<file path="src/rtl/cluster_cken_seq_pkg.sv">
// Shared types and helpers for the cluster clock-enable sequencer.
package cluster_cken_seq_pkg;

   typedef enum logic [2:0] {
      RAMP_WAIT = 3'd0,
      RAMP      = 3'd1,
      RST_HOLD  = 3'd2,
      DBG_HOLD  = 3'd3,
      RUN       = 3'd4
   } seq_state_t;

   // Width of a cluster index; never narrower than one bit.
   function automatic int idx_w(input int n);
      return (n > 1) ? $clog2(n) : 1;
   endfunction

endpackage

</file>
<file path="src/rtl/cluster_seq_timer.sv">
// Loadable down-counter that parks at zero; zero flags the step point.
module cluster_seq_timer #(
   parameter int CNT_W = 8
) (
   input  logic             gclk,
   input  logic             arst,
   input  logic             load,
   input  logic [CNT_W-1:0] load_val,
   output logic             zero
);

   logic [CNT_W-1:0] cnt;

   always_ff @(posedge gclk or posedge arst) begin
      if (arst) begin
         cnt <= '0;
      end else if (load) begin
         cnt <= load_val;
      end else if (cnt != '0) begin
         cnt <= cnt - 1'b1;
      end
   end

   assign zero = (cnt == '0);

endmodule

</file>
<file path="src/rtl/cluster_cken_seq.sv">
// Tile-level clock-header sequencer: staggered cken bring-up, reset/debug-init
// release, then one-at-a-time runtime gate changes and debug-init re-pulses.
module cluster_cken_seq
   import cluster_cken_seq_pkg::*;
#(
   parameter int NUM_CLUSTERS = 4,
   parameter int STAGGER      = 8,
   parameter int RST_CYCLES   = 16,
   parameter int DBG_CYCLES   = 8,
   parameter int CNT_W        = 8
) (
   input  logic                             gclk,
   input  logic                             arst,
   input  logic                             dbg_req,
   input  logic                             gate_vld,
   input  logic [idx_w(NUM_CLUSTERS)-1:0]   gate_idx,
   input  logic                             gate_en,
   output logic                             gate_rdy,
   output logic                             gate_err,
   output logic [NUM_CLUSTERS-1:0]          cluster_cken,
   output logic                             grst_l,
   output logic                             gdbginit_l,
   output logic                             seq_busy
);

   localparam int IDX_W  = idx_w(NUM_CLUSTERS);
   localparam int RIDX_W = IDX_W + 1;
   localparam logic [CNT_W-1:0] STAG_LD = CNT_W'(STAGGER - 1);
   localparam logic [CNT_W-1:0] RST_LD  = CNT_W'(RST_CYCLES - 1);
   localparam logic [CNT_W-1:0] DBG_LD  = CNT_W'(DBG_CYCLES - 1);

   seq_state_t              state, state_nxt;
   logic [RIDX_W-1:0]       ramp_idx, ramp_idx_nxt;
   logic                    dbg_pend, dbg_pend_nxt;
   logic                    cool_act, cool_act_nxt;
   logic [NUM_CLUSTERS-1:0] cken_nxt, gate_dec, ramp_dec;
   logic                    grst_nxt, gdbg_nxt, rdy_nxt, err_nxt, busy_nxt;
   logic                    tmr_load, tmr_zero, cool_load, cool_zero, hs;
   logic [CNT_W-1:0]        tmr_val;

   cluster_seq_timer #(.CNT_W(CNT_W)) u_step_tmr (
      .gclk     (gclk),
      .arst     (arst),
      .load     (tmr_load),
      .load_val (tmr_val),
      .zero     (tmr_zero)
   );

   cluster_seq_timer #(.CNT_W(CNT_W)) u_cool_tmr (
      .gclk     (gclk),
      .arst     (arst),
      .load     (cool_load),
      .load_val (STAG_LD),
      .zero     (cool_zero)
   );

   // Out-of-range gate_idx decodes to no bit, which is what flags gate_err.
   always_comb begin
      gate_dec = '0;
      ramp_dec = '0;
      for (int unsigned i = 0; i < NUM_CLUSTERS; i++) begin
         if (gate_idx == IDX_W'(i)) gate_dec[i] = 1'b1;
         if (ramp_idx == RIDX_W'(i)) ramp_dec[i] = 1'b1;
      end
   end

   always_comb begin
      state_nxt    = state;
      ramp_idx_nxt = ramp_idx;
      dbg_pend_nxt = dbg_pend | dbg_req;
      cool_act_nxt = cool_act & ~cool_zero;
      cken_nxt     = cluster_cken;
      grst_nxt     = grst_l;
      gdbg_nxt     = gdbginit_l;
      err_nxt      = 1'b0;
      tmr_load     = 1'b0;
      tmr_val      = '0;
      cool_load    = 1'b0;
      hs           = gate_vld & gate_rdy;

      if (hs) begin
         cken_nxt     = (cluster_cken & ~gate_dec) | (gate_dec & {NUM_CLUSTERS{gate_en}});
         err_nxt      = ~|gate_dec;
         cool_load    = 1'b1;
         cool_act_nxt = 1'b1;
      end

      case (state)
         RAMP_WAIT: begin
            cken_nxt     = cluster_cken | ramp_dec;
            ramp_idx_nxt = ramp_idx + 1'b1;
            tmr_load     = 1'b1;
            tmr_val      = STAG_LD;
            state_nxt    = RAMP;
         end
         RAMP: begin
            if (tmr_zero) begin
               tmr_load = 1'b1;
               if (ramp_idx == RIDX_W'(NUM_CLUSTERS)) begin
                  tmr_val   = RST_LD;
                  state_nxt = RST_HOLD;
               end else begin
                  cken_nxt     = cluster_cken | ramp_dec;
                  ramp_idx_nxt = ramp_idx + 1'b1;
                  tmr_val      = STAG_LD;
               end
            end
         end
         RST_HOLD: begin
            if (tmr_zero) begin
               grst_nxt  = 1'b1;
               tmr_load  = 1'b1;
               tmr_val   = DBG_LD;
               state_nxt = DBG_HOLD;
            end
         end
         DBG_HOLD: begin
            // A pending request chains straight into another hold so
            // gdbginit_l never blips high between them.
            if (tmr_zero) begin
               if (dbg_pend | dbg_req) begin
                  tmr_load     = 1'b1;
                  tmr_val      = DBG_LD;
                  dbg_pend_nxt = 1'b0;
               end else begin
                  gdbg_nxt  = 1'b1;
                  state_nxt = RUN;
               end
            end
         end
         RUN: begin
            dbg_pend_nxt = 1'b0;
            if (dbg_req) begin
               gdbg_nxt  = 1'b0;
               tmr_load  = 1'b1;
               tmr_val   = DBG_LD;
               state_nxt = DBG_HOLD;
            end
         end
         default: state_nxt = RAMP_WAIT;
      endcase

      rdy_nxt  = (state_nxt == RUN) & ~cool_act_nxt;
      busy_nxt = (state_nxt != RUN);
   end

   always_ff @(posedge gclk or posedge arst) begin
      if (arst) begin
         state        <= RAMP_WAIT;
         ramp_idx     <= '0;
         dbg_pend     <= 1'b0;
         cool_act     <= 1'b0;
         cluster_cken <= '0;
         grst_l       <= 1'b0;
         gdbginit_l   <= 1'b0;
         gate_rdy     <= 1'b0;
         gate_err     <= 1'b0;
         seq_busy     <= 1'b1;
      end else begin
         state        <= state_nxt;
         ramp_idx     <= ramp_idx_nxt;
         dbg_pend     <= dbg_pend_nxt;
         cool_act     <= cool_act_nxt;
         cluster_cken <= cken_nxt;
         grst_l       <= grst_nxt;
         gdbginit_l   <= gdbg_nxt;
         gate_rdy     <= rdy_nxt;
         gate_err     <= err_nxt;
         seq_busy     <= busy_nxt;
      end
   end

endmodule

</file>
<file path="config.mk">
export PLATFORM = sky130hd
export DESIGN_NAME = cluster_cken_seq
export DESIGN_NICKNAME = d
export VERILOG_FILES = /design/src/rtl/cluster_cken_seq_pkg.sv /design/src/rtl/cluster_seq_timer.sv /design/src/rtl/cluster_cken_seq.sv
export SDC_FILE = /design/constraint.sdc
export NUM_CORES = 1
export LEC_CHECK = 0
export ABC_AREA = 1
export CORE_MARGIN = 10
export CORE_UTILIZATION = 50
export DETAILED_ROUTE_END_ITERATION = 7
export PLACE_DENSITY = 0.79
export SLEW_MARGIN = 30
export SYNTH_ARGS = -nofsm -noshare
export SYNTH_HDL_FRONTEND = slang
export SYNTH_SLANG_ARGS = --single-unit
</file>
<file path="constraint.sdc">
create_clock -name gclk -period 1.8 [get_ports gclk]
set_clock_uncertainty 0.2 [all_clocks]
set_input_delay 0.18 -clock gclk [delete_from_list [all_inputs] [get_ports gclk]]
set_output_delay 0.18 -clock gclk [all_outputs]
set_load 0.03 [all_outputs]
</file>
Yosys cells after proc, flatten, opt, wreduce, memory -nomap -nowiden
Index checks and enable logic that the tools add are counted.
- register bits: 33
- input bits: 7
- output and inout port bits: 9
- word-level logic and storage cells: 108
- add/sub/neg operators: 3
- equal/unequal tests: 18
- mux-type cells: 47
- bitwise logic cells: 11
- reduce and logical (&&, ||, !) cells: 17
- operators with widths (operator ; number):
    two-way mux 3 bit ; 12
    two-way mux 8 bit ; 4
    two-way mux 4 bit ; 5
    case mux 4 bit (5 select lines) ; 1
    two-way mux 1 bit ; 19
    zero test 8 bit ; 2
    nonzero test 8 bit ; 2
    subtractor 8 x 1 -> 8 bit, second input constant ; 2
    case mux 3 bit (5 select lines) ; 1
    == test 3 x 2 -> 1 bit, second input constant ; 4
    inequality test 2 bit, second input constant ; 5
    == test 3 bit, second input constant ; 3
    bitwise AND 4 bit ; 2
    OR 4 bit ; 2
    case mux 4 bit (2 select lines) ; 1
    nonzero test 2 bit ; 4
    == test 3 x 1 -> 1 bit, second input constant ; 2
    zero test 3 bit ; 2
    case mux 3 bit (2 select lines) ; 1
    == test 2 bit, second input constant ; 2
    inverter 4 bit ; 1
    case mux 1 bit (2 select lines) ; 2
    case mux 1 bit (4 select lines) ; 1
    AND reduction 4 bit ; 1
    12 further kinds ; 15

Logic depth before layout (Yosys ltp)
Gate-level depths: netlist of run 1.
- depth in word-level cells: 9
- depth in mapped cells: 9
- depth with buffers taken out: 9

By module
From an unflattened synthesis of run 1, not the netlist that was laid out.
- cells, all modules: 298
- area, all modules: 2108.3 um^2
- modules (own cells, without submodules) (module ; instances ; cells an instance ; area an instance (um^2) ; sequential area each (um^2)):
    cluster_seq_timer ; 2 ; 71 ; 530.5 ; 200.2
    cluster_cken_seq ; 1 ; 156 ; 1047.3 ; 426.7

Worst setup path before layout of run 1
OpenSTA, ideal clock, no wires.
- path type: register to register
- from: reg ramp_idx[0]
- to: reg ramp_idx[0]
- setup time: 124 ps
- arrival: 1383 ps
- required time: 1476 ps
- setup slack: 93 ps
- stages on the path, launching flop included: 8
- buffers on the path: 0
- clock period less this slack: 1707 ps
- cells stage by stage: dfrtp_1 > inv_1 > ha_1 > nand2_1 > inv_1 > o21ai_0 > nand2_2 > xor2_1
- word-level cells in the longest chain between the ends: 4
- elaborated cells between the ends (all ways): 7
- those cells by class: add/sub: 1; eq/ne: 2; mux: 3; reduce/logical: 1
- RTL lines (what ; line ; text):
    start: declaration ; cluster_cken_seq.sv:33 ; logic [RIDX_W-1:0] ramp_idx, ramp_idx_nxt;
    start signal: assignment ; cluster_cken_seq.sv:161 ; ramp_idx <= ramp_idx_nxt;
    adder 3 x 1 -> 3 bit * ; cluster_cken_seq.sv:91, cluster_cken_seq.sv:104 ;
    two-way mux 3 bit ; cluster_cken_seq.sv:99 ; if (ramp_idx == RIDX_W'(NUM_CLUSTERS)) begin
    two-way mux 3 bit ; cluster_cken_seq.sv:97 ; if (tmr_zero) begin
    case mux 3 bit (2 select lines) * ; cluster_cken_seq.sv:88 ; case (state)
    via ramp_idx_nxt[0] ; cluster_cken_seq.sv:33 ;
Mark *: on every way through the listed nets, which the timed path passes. The rest lies on a longest branch. The select of a mux whose other input is x is not followed.
A chain may end at the register's enable or synchronous reset.

Worst setup path after layout of run 1
- from: reg cluster_cken[1]
- to: out cluster_cken[1]
- RTL lines (what ; line ; text):
    start: declaration ; cluster_cken_seq.sv:20 ; output logic [NUM_CLUSTERS-1:0] cluster_cken,
    start signal: assignment ; cluster_cken_seq.sv:164 ; cluster_cken <= cken_nxt;
No word-level cell between the ends.

==> results.md, run 1 <==
- The initial core utilization is 52.5%.
- The library cell occupying the most area in the post-synthesis netlist is sky130_fd_sc_hd__dfrtp_1.
- The most used flip-flop cell after synthesis is sky130_fd_sc_hd__dfrtp_1.
- On the final layout, the worst hold slack is 0.276 ns.
- In this run, synthesis inferred 0 flip-flops with an integrated enable.
- For this design, the sink count on the clock tree is 33.
- The buffer levels on the longest clock path is 2.
- The sequential cell fraction of total power is roughly 55%.
- The count of non-filler cells in the finished layout is 344.
- Walking the worst path, the cells encountered are clkdlybuf4s50_1.
- The power density normalized to cell area is 573 mW/mm2.
- After layout, the worst path uses 97.3% of the clock period.
- The combinational group share of total power is 3.3%.
- Among all stages on the critical path, the largest delay is contributed by sky130_fd_sc_hd__clkdlybuf4s50_1.
- The register bit count reported by yosys is 33.
- For this block, the routed nets add up to roughly 4100 um of wire.
- The count of nets left with antenna violations once routing finished came out at 0.
- The final-report max-slew violation count was 0.
- After clock tree synthesis, the clock-pin slew on the worst setup and hold paths is 0.07 ns.
- For the final routed database, the setup TNS stands at 0 ns.
- From left edge to right edge, the die measures 82.7 um.
- The via count of the first global-routing pass is 1,695.
- The synthesized netlist cell count is ~270.
- The first detailed-routing pass ran for 4 iterations.
- Counting I/O delays and the setup requirement, the final critical path takes 1.75 ns.
- The cell sitting at the root of the clock tree is a sky130_fd_sc_hd__clkbuf_8.
- For the worst setup path, the data required time is 1.42 ns.
- The worst-case setup slack after placement is -0.0252 ns.
- After synthesis, the mean cell area works out to 7.42 um2.
- TritonCTS built the clock tree.
- The height of the die is 82.7 um.
- In this run switching power makes up between 20% and 30% of total power.
- The global-route wire length before repair is approximately 7300 um.
- The share of total power dissipated in the clock network is roughly two fifths.
- The switching power is 0.280 mW.
- The area of the placeable core is 0.00374 mm2.
- The number of filler instances in the final layout is 341.
- The data arrival time of the critical path is 1.37 ns.
- The number of nets handed over by synthesis was 280.
- The number of nets at the end of the flow is 311.
- sky130_fd_sc_hd__nand2_1 is the most common cell in the netlist.
- The H-tree generated during clock tree synthesis spans 2 levels.
- IR analysis of the VDD net gives a maximum drop of roughly 0.00033 V.
- The kind of capture point of the worst setup path is an output pin.
- The overall overflow remaining after global route is 0.
- The wire-length estimate of the detail-placed layout is about 3100 um.
- After detailed routing, the number of remaining DRC violations is 0.
- The share of async-settable or async-resettable flops after synthesis is 100%.
- Entering global routing, the biggest net connects 24 pins.
- Of all nets on the critical path, the largest fanout is 3.
- Compared with the post-synthesis result, the final layout area differs by 19.3%.
- Yosys printed 0 warnings.
- The detailed-route wire length per cell is 12.0 um.
- By count the netlist is led by sky130_fd_sc_hd__nand2_1 (60), sky130_fd_sc_hd__inv_1 (46), sky130_fd_sc_hd__nand3_1 (33).
- In the global route stage, overall resource usage came out at 13.2%.
- The cell row count is 22.
- The total die area is 0.00684 mm2.
- The max-cap check violation count is 0.
- During placement, the flow inserted port buffers numbering 15.
- The via count of the routed design is 1,726.
- The final worst setup slack is between 0.04 and 0.05 ns.
- For this block, the initial DRC count from the detailed router was 89.
- The static power due to leakage is 1.29 nW.
- The initial antenna violation count was 0.
- The flow ran to the end, and the final reports show no timing, DRC or antenna violations.
- The count of antenna diodes in the layout is 0.
- The cell-internal power is 1.06 mW.
- The area of the mapped netlist is 0.00197 mm2.
- The top cell type's share of synthesized area is 40.7%.
- Of the cells placed in the final design, the portion with a size suffix greater than 1 is ~11%.
- The count of buffer and inverter cells on the critical path is 1.
- Counting distinct cell types in the post-synthesis netlist gives 28.
- The worst hold-check path type is flip-flop to flip-flop.
- The setup path with the least slack is of type flip-flop to output pin.
- The maximum operating frequency is 571 MHz.
- Setup violations remaining at the end of the flow were counted as 0.
- For this design the top-level I/O count stands at 16.
- In this run, CTS created clock tree buffers numbering 5.
- For this run, the register share of the synthesized area comes to 42.0%.
- The final count of hold timing violations is 0.
- At the end of the flow the core is filled with cells to a little over three fifths.
- The critical path's top delay family is buffers and inverters.
- By area the synthesized netlist is led by sky130_fd_sc_hd__dfrtp_1 (41%), sky130_fd_sc_hd__nand2_1 (11%), sky130_fd_sc_hd__inv_1 (8.8%), sky130_fd_sc_hd__nand3_1 (8.4%), sky130_fd_sc_hd__nor2_1 (5.9%).
- The critical path startpoint category is a flip-flop.
- The largest single stage delay on the critical path is between 0.6 and 0.7 ns.
- For the worst-skew pair, the clock arrives at the later sink with an insertion delay of about 0.28 ns.
- Routability-driven placement finished with a final weighted congestion of 0.878.
- The via density per instance is 5.02.
- After detailed placement, the design holds a cell count of 332.
## routing by layer
layer  wire length, um  GRT usage [%]  vias up
li1                  -              -      899
met5                 0              0        -
met3               172           3.56        2
met4                13           2.68        0
met2              2080           21.9       27
met1              1860           16.9      798
## power groups by stage
| stage | clock network (mW) | logic [mW] | registers, mW |
|---|---|---|---|
| floorplan | 0 | 0.0152 | 0.759 |
| global placement | 0 | 0.0444 | 0.757 |
| detailed placement | 0 | 0.0445 | 0.757 |
| CTS | 0.578 | 0.0466 | 0.743 |
| global route | 0.606 | 0.0505 | 0.743 |
| finish | 0.557 | 0.0449 | 0.743 |
## final timing paths
kind                                               start                       endpoint  slack, ns  cells past startpoint
max in group asynchronous                           arst  u_cool_tmr.cnt[6]$_DFFE_PP0P_       0.54                      4
max reg2reg                u_step_tmr.cnt[0]$_DFFE_PP0P_        ramp_idx[0]$_DFFE_PP0P_       0.11                      8
max                            cluster_cken[1]$_DFF_PP0_                cluster_cken[1]       0.05                      1
min reg2reg                           cool_act$_DFF_PP0_             cool_act$_DFF_PP0_       0.28                      2
min                                   cool_act$_DFF_PP0_             cool_act$_DFF_PP0_       0.28                      2
min in group asynchronous                           arst  u_step_tmr.cnt[6]$_DFFE_PP0P_       0.56                      4
## cells in the final DEF, fill, tap and decap left out, drive strengths merged, types with 2 or more instances in the layout
master | synthesis | routed
o21bai | 2 | 2
buf | 2 | 9
nor3 | 4 | 4
nand3 | 33 | 33
inv | 46 | 46
nand2 | 66 | 66
nand4 | 8 | 8
a21oi | 9 | 9
nor2 | 35 | 36
o211ai | 2 | 2
ha | 8 | 8
o21ai | 12 | 12
clkbuf | 0 | 7
xor2 | 2 | 2
dfrtp | 32 | 32
clkdlybuf4s50 | 0 | 14
## kinds of logic after synthesis
group	share of synthesized area (%)
xor+xnor	0.891
buf+inv	9.61
simple gates	34.4
compound gates	7.82
fa+ha+maj	5.09
other cells	0.191
flops	42.0
## registers in the layout, indices dropped and copies added, names as in the netlist
signal	flops
cluster_cken	4
cool_act	1
dbg_pend	1
gate_err	1
gate_rdy	1
gdbginit_l	1
grst_l	1
ramp_idx	3
seq_busy	1
state	3
u_cool_tmr.cnt	8
u_step_tmr.cnt	8
## final cells by class
type	instances	area (um2)	area share, %
Multi-Input combinational cell	185	975	41.5
Sequential cell	33	827	35.2
Timing Repair Buffer	25	226	9.65
Inverter	46	173	7.36
Clock buffer	7	86.3	3.68
Tap cell	48	60.1	2.56
## stage by stage
step / cell area, um2 / power (mW)
CTS: 2300 / 1.37
global placement: 2210 / 0.801
global route: 2350 / 1.40
finish: 2350 / 1.35
detailed placement: 2210 / 0.801
floorplan: 1970 / 0.775
## repair_timing
item / 4_1_cts / 5_1_grt
setup endpoints to repair: 8 / 17
pin swaps: 0 / 1
gates cloned: 0 / 1
resized for setup: 2 / 2
endpoints found under the hold margin: 1 / 0
setup buffers: 0 / 3
hold buffers: 1 / 0
(Power assumes the default switching activity.)
==> run 2: changes to the inputs <==
--- a/config.mk
+++ b/config.mk
@@ -9,6 +9,7 @@
 export CORE_MARGIN = 10
 export CORE_UTILIZATION = 50
 export DETAILED_ROUTE_END_ITERATION = 7
+export GPL_ROUTABILITY_DRIVEN = 0
 export PLACE_DENSITY = 0.79
 export SLEW_MARGIN = 30
 export SYNTH_ARGS = -nofsm -noshare
==> results.md, run 2 (synthesis results as in run 1) <==
- The critical path's top delay family is buffers and inverters.
- The routed wire length on met3 came to 182 um (+5.8%).
- The via density per instance was 5.05 (+0.64%).
- The maximum operating frequency was 576 MHz (+0.81%).
- The number of cells in the design after placement is 332 (unchanged).
- The number of buffers created by CTS is 5 (unchanged).
- The post-detailed-route count of antenna-violating nets is 0 (unchanged).
- The area of the placeable core came to 0.00374 mm2 (unchanged).
- The layout overhead on the synthesized area is 18.2%.
- The static power due to leakage is 1.28 nW (-0.97%).
- The number of filler instances in the final layout is 346 (+1.5%).
- The clock insertion delay at the later pin of the skew report is 0.27 ns (about the same).
- The global-route wire length before repair is 7250 um (-0.66%).
- The cell row count is 22 (unchanged).
- The worst-case hold slack came to -0.00693 ns (-0.283 ns).
- The number of nets at the end of the flow is 308 (-0.96%).
- The worst-path maximum fanout is 3 (unchanged).
- The final HPWL from detailed placement is 3120 um (-0.44%).
- Leaving out fill and tap cells, the most frequent cell in the layout is sky130_fd_sc_hd__nand2_1.
- The total die area is 0.00684 mm2 (unchanged).
- The final wirelength is 4070 um (-1.5%).
- The signal on the critical path passes through clkdlybuf4s50_1.
- The hold buffer count at cts is 0 (-1).
- The checks that failed: hold timing.
- Among all stages on the critical path, the largest delay is contributed by sky130_fd_sc_hd__clkdlybuf4s50_1.
- The largest registers in the layout are u_cool_tmr.cnt (8), u_step_tmr.cnt (8), cluster_cken (4).
- The H-tree depth is 2 (unchanged).
- The power density normalized to cell area is 563 mW/mm2 (-1.7%).
- In this run the worst hold path is classified as primary input to asynchronous set/reset pin.
- The all-layer global routing usage is 13.2% (-0.039 points).
- The overall overflow remaining after global route is 0 (unchanged).
- After detailed routing, no signal wire sits above met4.
- The final routed DRC violation total came to 0 (unchanged).
- The setup-violating endpoint count in the final report is 0 (unchanged).
- The final count of hold timing violations is 6 (+6).
- The maximum number of pins on one net before global-route repair is 19 (-21%).
- The count of buffer and inverter cells on the critical path is 1 (unchanged).
- Setup repair after global routing left no endpoint under its margin.
- The boundary pin count is 16 (unchanged).
- The initial core utilization is 52.5% (unchanged).
- The final-report max-slew violation count came to 0 (unchanged).
- The worst-case setup slack after placement is -0.0423 ns (-0.0171 ns).
- The data arrival time of the critical path is 1.36 ns (about the same).
- The share of the clock period used by the worst path is 96.5% (-0.79 points).
- The detailed-route wire length per cell is 11.9 um (-0.93%).
- The quantity of I/O buffers inserted on ports is 15 (unchanged).
- The peak supply drop was 0.000450 V (+35%).
- The met2 wirelength from detailed routing came to 2020 um (-3.1%).
- The initial antenna violation count came to 0 (unchanged).
- The horizontal die dimension is 82.7 um (unchanged).
- The max-cap check violation count was 0 (unchanged).
- The count of antenna diodes in the layout came to 0 (unchanged).
- The fraction of layout instances using a drive strength above 1 came to 10.5% (-0.27 points).
- The maximum cell stage delay along the critical path is 0.69 ns (about the same).
- The flow ran to the end, but the final reports show violations.
- The CTS tree is done.
- The clock sink total is 33 (unchanged).
- In the layout the commonest cells are sky130_fd_sc_hd__nand2_1 (60), sky130_fd_sc_hd__inv_1 (44), sky130_fd_sc_hd__nand3_1 (33), sky130_fd_sc_hd__dfrtp_1 (32), sky130_fd_sc_hd__nor2_1 (31).
- The via count of the routed design is 1,727 (+0.058%).
- The minimum period implied by the final worst setup slack is 1.74 ns (-0.0141 ns).
- The worst setup path is captured at an output pin.
- The number of DRC markers after the initial detailed-route iteration came to 106 (+19%).
- The worst endpoint required time is 1.42 ns (about the same).
- The post-CTS clock slew at the launch and capture registers of the worst setup and hold paths is 0.06 ns (about the same).
- The count of non-filler cells in the finished layout is 342 (-0.58%).
- The height of the die is 82.7 um (unchanged).
- The accumulated negative setup slack came to 0 ns (unchanged).
- The type of the setup path with the least slack is flip-flop to output pin.
- The cell sitting at the root of the clock tree is a sky130_fd_sc_hd__clkbuf_8.
- The worst setup path is launched from a flip-flop.
- The routed metal-1 wire length is 1810 um (-2.7%).
- The via count of the first global-routing pass is 1,669 (-1.5%).
- The buffer levels on the longest clock path came to 2 (unchanged).
- The number of search-and-repair iterations in the first detailed-routing pass came to 4 (unchanged).
- The final worst setup slack is 0.0632 ns (+0.0141 ns).
==> run 2: through the flow <==
step                      util [%]  instance area, um2  total power, mW
final                         62.1                2320             1.31
after global routing          62.1                2320             1.37
after CTS                     61.7                2310             1.33
after detailed placement      59.3                2220            0.805
after global placement        59.3                2220            0.805
after floorplan                  -                1970            0.775
==> run 2: worst paths after layout <==
kind                                                    start                       endpoint  slack [ns]  cells after the start
worst max register to register  u_step_tmr.cnt[0]$_DFFE_PP0P_        ramp_idx[0]$_DFFE_PP0P_        0.13                      8
max in group asynchronous                                arst  u_step_tmr.cnt[1]$_DFFE_PP0P_        0.94                      3
worst max-delay path                cluster_cken[1]$_DFF_PP0_                cluster_cken[1]        0.06                      1
worst min register to register             grst_l$_DFFE_PP0P_             grst_l$_DFFE_PP0P_        0.28                      2
min in group gclk                          grst_l$_DFFE_PP0P_             grst_l$_DFFE_PP0P_        0.28                      2
worst min-delay path                                     arst             gate_err$_DFF_PP0_      -0.007                      2
==> run 2: layout make-up <==
| class | instances | area, um2 | area share [%] |
|---|---|---|---|
| inverter | 46 | 173 | 7.43 |
| clock buffer | 8 | 80.1 | 3.44 |
| sequential | 33 | 827 | 35.6 |
| multi-input combinational | 184 | 963 | 41.4 |
| tap | 48 | 60.1 | 2.58 |
| timing repair buffer | 23 | 221 | 9.53 |
==> run 2: layer usage <==
layer  global-route usage [%]  up-vias
met4                     4.85        0
li1                         -      893
met3                     2.92        7
met5                        0        -
met1                     16.6      789
met2                     21.7       38
==> run 2: power breakdown <==
group	total (mW)	leakage, nW	switching (mW)	internal [mW]
Sequential	0.743	0.404	0.000240	0.743
Combinational	0.0473	0.831	0.0272	0.0201
Clock	0.519	0.0395	0.245	0.274
Total	1.31	1.28	0.272	1.04
==> run 2: timing repair <==
| item | 4_1_cts | 5_1_grt |
|---|---|---|
| pin swaps | 0 | 2 |
| endpoints found under the setup margin | 16 | 11 |
| buffers inserted | 0 | 2 |
| gates resized for setup | 3 | 3 |
==> run 3: changes to the inputs <==
--- a/config.mk
+++ b/config.mk
@@ -6,6 +6,7 @@
 export NUM_CORES = 1
 export LEC_CHECK = 0
 export ABC_AREA = 1
+export CORE_ASPECT_RATIO = 1.5
 export CORE_MARGIN = 10
 export CORE_UTILIZATION = 50
 export DETAILED_ROUTE_END_ITERATION = 7
==> results.md, run 3 (synthesis results as in run 1) <==
- The flow ran to the end, and the final reports show no timing, DRC or antenna violations.
- The initial core utilization was 52.5% (-0.088 points).
- The minimum period implied by the final worst setup slack is 1.74 ns (+0.00240 ns).
- The number of buffers created by CTS is 5 (unchanged).
- The utilization after layout was 61.5% (-0.60 points).
- The kind of capture point of the worst setup path is an output pin.
- The maximum number of pins on one net before global-route repair is 20 (+1).
- The maximum cell stage delay along the critical path is 0.69 ns (about the same).
- The signal on the critical path passes through clkdlybuf4s50_1.
- Setup repair after global routing left no endpoint under its margin.
- The post-detailed-route count of antenna-violating nets is 0 (unchanged).
- The number of search-and-repair iterations in the first detailed-routing pass was 5 (+1).
- The worst endpoint required time is 1.42 ns (about the same).
- By startpoint and endpoint, the worst setup path is classified as flip-flop to output pin.
- The final wirelength is 4190 um (+2.9%).
- The area of the placeable core is 0.00375 mm2 (+0.17%).
- The most critical setup path has its startpoint at cluster_cken[2]$_DFF_PP0_.
- The share of the clock period used by the worst path came to 96.6% (+0.13 points).
- The clock sink total came to 33 (unchanged).
- The number of nets at the end of the flow is 307 (-0.32%).
- The worst-case hold slack came to 0.0154 ns (+0.0223 ns).
- The count of buffer and inverter cells on the critical path was 1 (unchanged).
- The quantity of I/O buffers inserted on ports is 15 (unchanged).
- Compared with the post-synthesis result, the final layout area differs by 17.2%.
- The power density normalized to cell area is 574 mW/mm2 (+1.9%).
- The max-cap check violation count was 0 (unchanged).
- The critical path startpoint category is a flip-flop.
- Leaving out fill and tap cells, the most frequent cells in the layout are sky130_fd_sc_hd__nand2_1 (60), sky130_fd_sc_hd__inv_1 (46), sky130_fd_sc_hd__nand3_1 (33), sky130_fd_sc_hd__dfrtp_1 (32), sky130_fd_sc_hd__nor2_1 (31).
- The detailed-route wire length per cell came to 12.5 um (+4.8%).
- The root cell of the clock tree is sky130_fd_sc_hd__clkbuf_8.
- The largest registers in the layout are u_cool_tmr.cnt (8), u_step_tmr.cnt (8), cluster_cken (4).
- The overall overflow remaining after global route is 0 (unchanged).
- The leading cell type in the layout, fill and taps excluded is sky130_fd_sc_hd__nand2_1.
- The post-CTS clock slew at the launch and capture registers of the worst setup and hold paths is 0.07 ns (about the same).
- The boundary pin count is 16 (unchanged).
- The final HPWL from detailed placement is 3280 um (+5.2%).
- The clock insertion delay at the later pin of the skew report is 0.29 ns (+0.02 ns).
- The cell family contributing the most delay on the critical path is buffers and inverters.
- The H-tree depth is 2 (unchanged).
- The setup-violating endpoint count in the final report was 0 (unchanged).
- The final routed DRC violation total is 0 (unchanged).
- The buffer count from post-CTS setup fixing was 0 (unchanged).
- The worst hold-check path type is primary input to asynchronous set/reset pin.
- The maximum operating frequency is 575 MHz (-0.14%).
- The horizontal die dimension is 71.2 um (-14%).
- The accumulated negative setup slack is 0 ns (unchanged).
- The height of the die is 96.8 um (+17%).
- The via density per instance was 5.15 (+1.9%).
- The via count of the routed design was 1,729 (+0.12%).
- The cell row count came to 27 (+23%).
- The CTS tree is done.
- The final-report max-slew violation count was 0 (unchanged).
- The static power due to leakage is 1.29 nW (+1.2%).
- The total die area is 0.00689 mm2 (+0.75%).
- The initial antenna violation count is 0 (unchanged).
- The fraction of layout instances using a drive strength above 1 is 10.2% (-0.31 points).
- The data arrival time of the critical path is 1.36 ns (about the same).
- The count of antenna diodes in the layout is 0 (unchanged).
- The global-route wire length before repair is 7260 um (+0.18%).
- The final count of hold timing violations is 0 (-6).
- The source of the worst register-to-register timing path is ramp_idx[0]$_DFFE_PP0P_.
- The all-layer global routing usage came to 12.6% (-0.64 points).
- The cell with the largest stage delay on the worst path is sky130_fd_sc_hd__clkdlybuf4s50_1.
- The number of DRC markers after the initial detailed-route iteration is 53 (-50%).
- The buffer levels on the longest clock path is 2 (unchanged).
- The peak supply drop was 0.000622 V (+38%).
- The worst-path maximum fanout is 3 (unchanged).
- The via count of the first global-routing pass came to 1,726 (+3.4%).
==> run 3: cell types whose count changed in the layout (fill, tap and decap cells not counted) <==
cell | before | now
sky130_fd_sc_hd__clkdlybuf4s50_1 | 14 | 12
sky130_fd_sc_hd__inv_2 | 2 | 0
sky130_fd_sc_hd__buf_12 | 1 | 0
sky130_fd_sc_hd__clkbuf_1 | 3 | 1
sky130_fd_sc_hd__inv_1 | 44 | 46
sky130_fd_sc_hd__dlymetal6s2s_1 | 0 | 2
sky130_fd_sc_hd__clkinv_2 | 0 | 2
==> run 3: worst reg2reg max path, stage by stage (launching register included) <==
cell and delay, ns:
sky130_fd_sc_hd__dfrtp_1 0.40, sky130_fd_sc_hd__inv_1 0.12, sky130_fd_sc_hd__ha_1 0.19, sky130_fd_sc_hd__nand2_1 0.07
sky130_fd_sc_hd__inv_1 0.07, sky130_fd_sc_hd__o21ai_1 0.10, sky130_fd_sc_hd__buf_4 0.16, sky130_fd_sc_hd__a21oi_1 0.13
sky130_fd_sc_hd__nand3_1 0.09
==> run 3: timing repair <==
item,CTS,global route
endpoints found under the setup margin,1,15
pin swaps,0,1
hold buffers,0,0
gates resized for setup,1,5
==> run 3: cell type report <==
class	instances	area (um2)
inverter	46	173
clock buffer	6	72.6
fill	334	1440
clock inverter	2	10.0
sequential	33	827
multi-input combinational	184	963
tap	43	53.8
timing repair buffer	22	206
==> run 3: worst paths after layout <==
path,to,slack [ns],cells after the start
setup / recovery,cluster_cken[2],0.06,1
hold / removal,dbg_pend$_DFF_PP0_,0.02,3
setup reg to reg,state[0]$_DFF_PP0_,0.14,8
hold reg to reg,grst_l$_DFFE_PP0P_,0.27,2
max in group asynchronous,seq_busy$_DFF_PP1_,1.10,3
min in group gclk,grst_l$_DFFE_PP0P_,0.27,2
==> run 3: metal layers <==
layer / GRT usage [%] / vias to the layer above / part of all wire, %
met5: 0 / - / 0
met4: 6.84 / 0 / 2.6
met3: 3.67 / 10 / 3.2
met2: 22.8 / 29 / 57
met1: 12.0 / 793 / 37
li1: - / 897 / -
==> run 3: per-stage QoR <==
| stage | instances | setup WS, ns | area, um2 | total power, mW |
|---|---|---|---|---|
| floorplan | 265 | 0.0932 | 1970 | 0.775 |
| global placement | 328 | 0.102 | 2210 | 0.801 |
| detailed placement | 328 | 0.0683 | 2210 | 0.801 |
| CTS | 336 | 0.00661 | 2290 | 1.34 |
| global route | 336 | 0.00609 | 2310 | 1.38 |
| finish | 336 | 0.0608 | 2310 | 1.32 |
==> run 3: power by group <==
part	total (mW)	internal (mW)	leakage [nW]	switching (mW)
clock network	0.538	0.268	0.0450	0.270
logic	0.0428	0.0174	0.842	0.0254
registers	0.743	0.743	0.404	0.000301
total	1.32	1.03	1.29	0.296
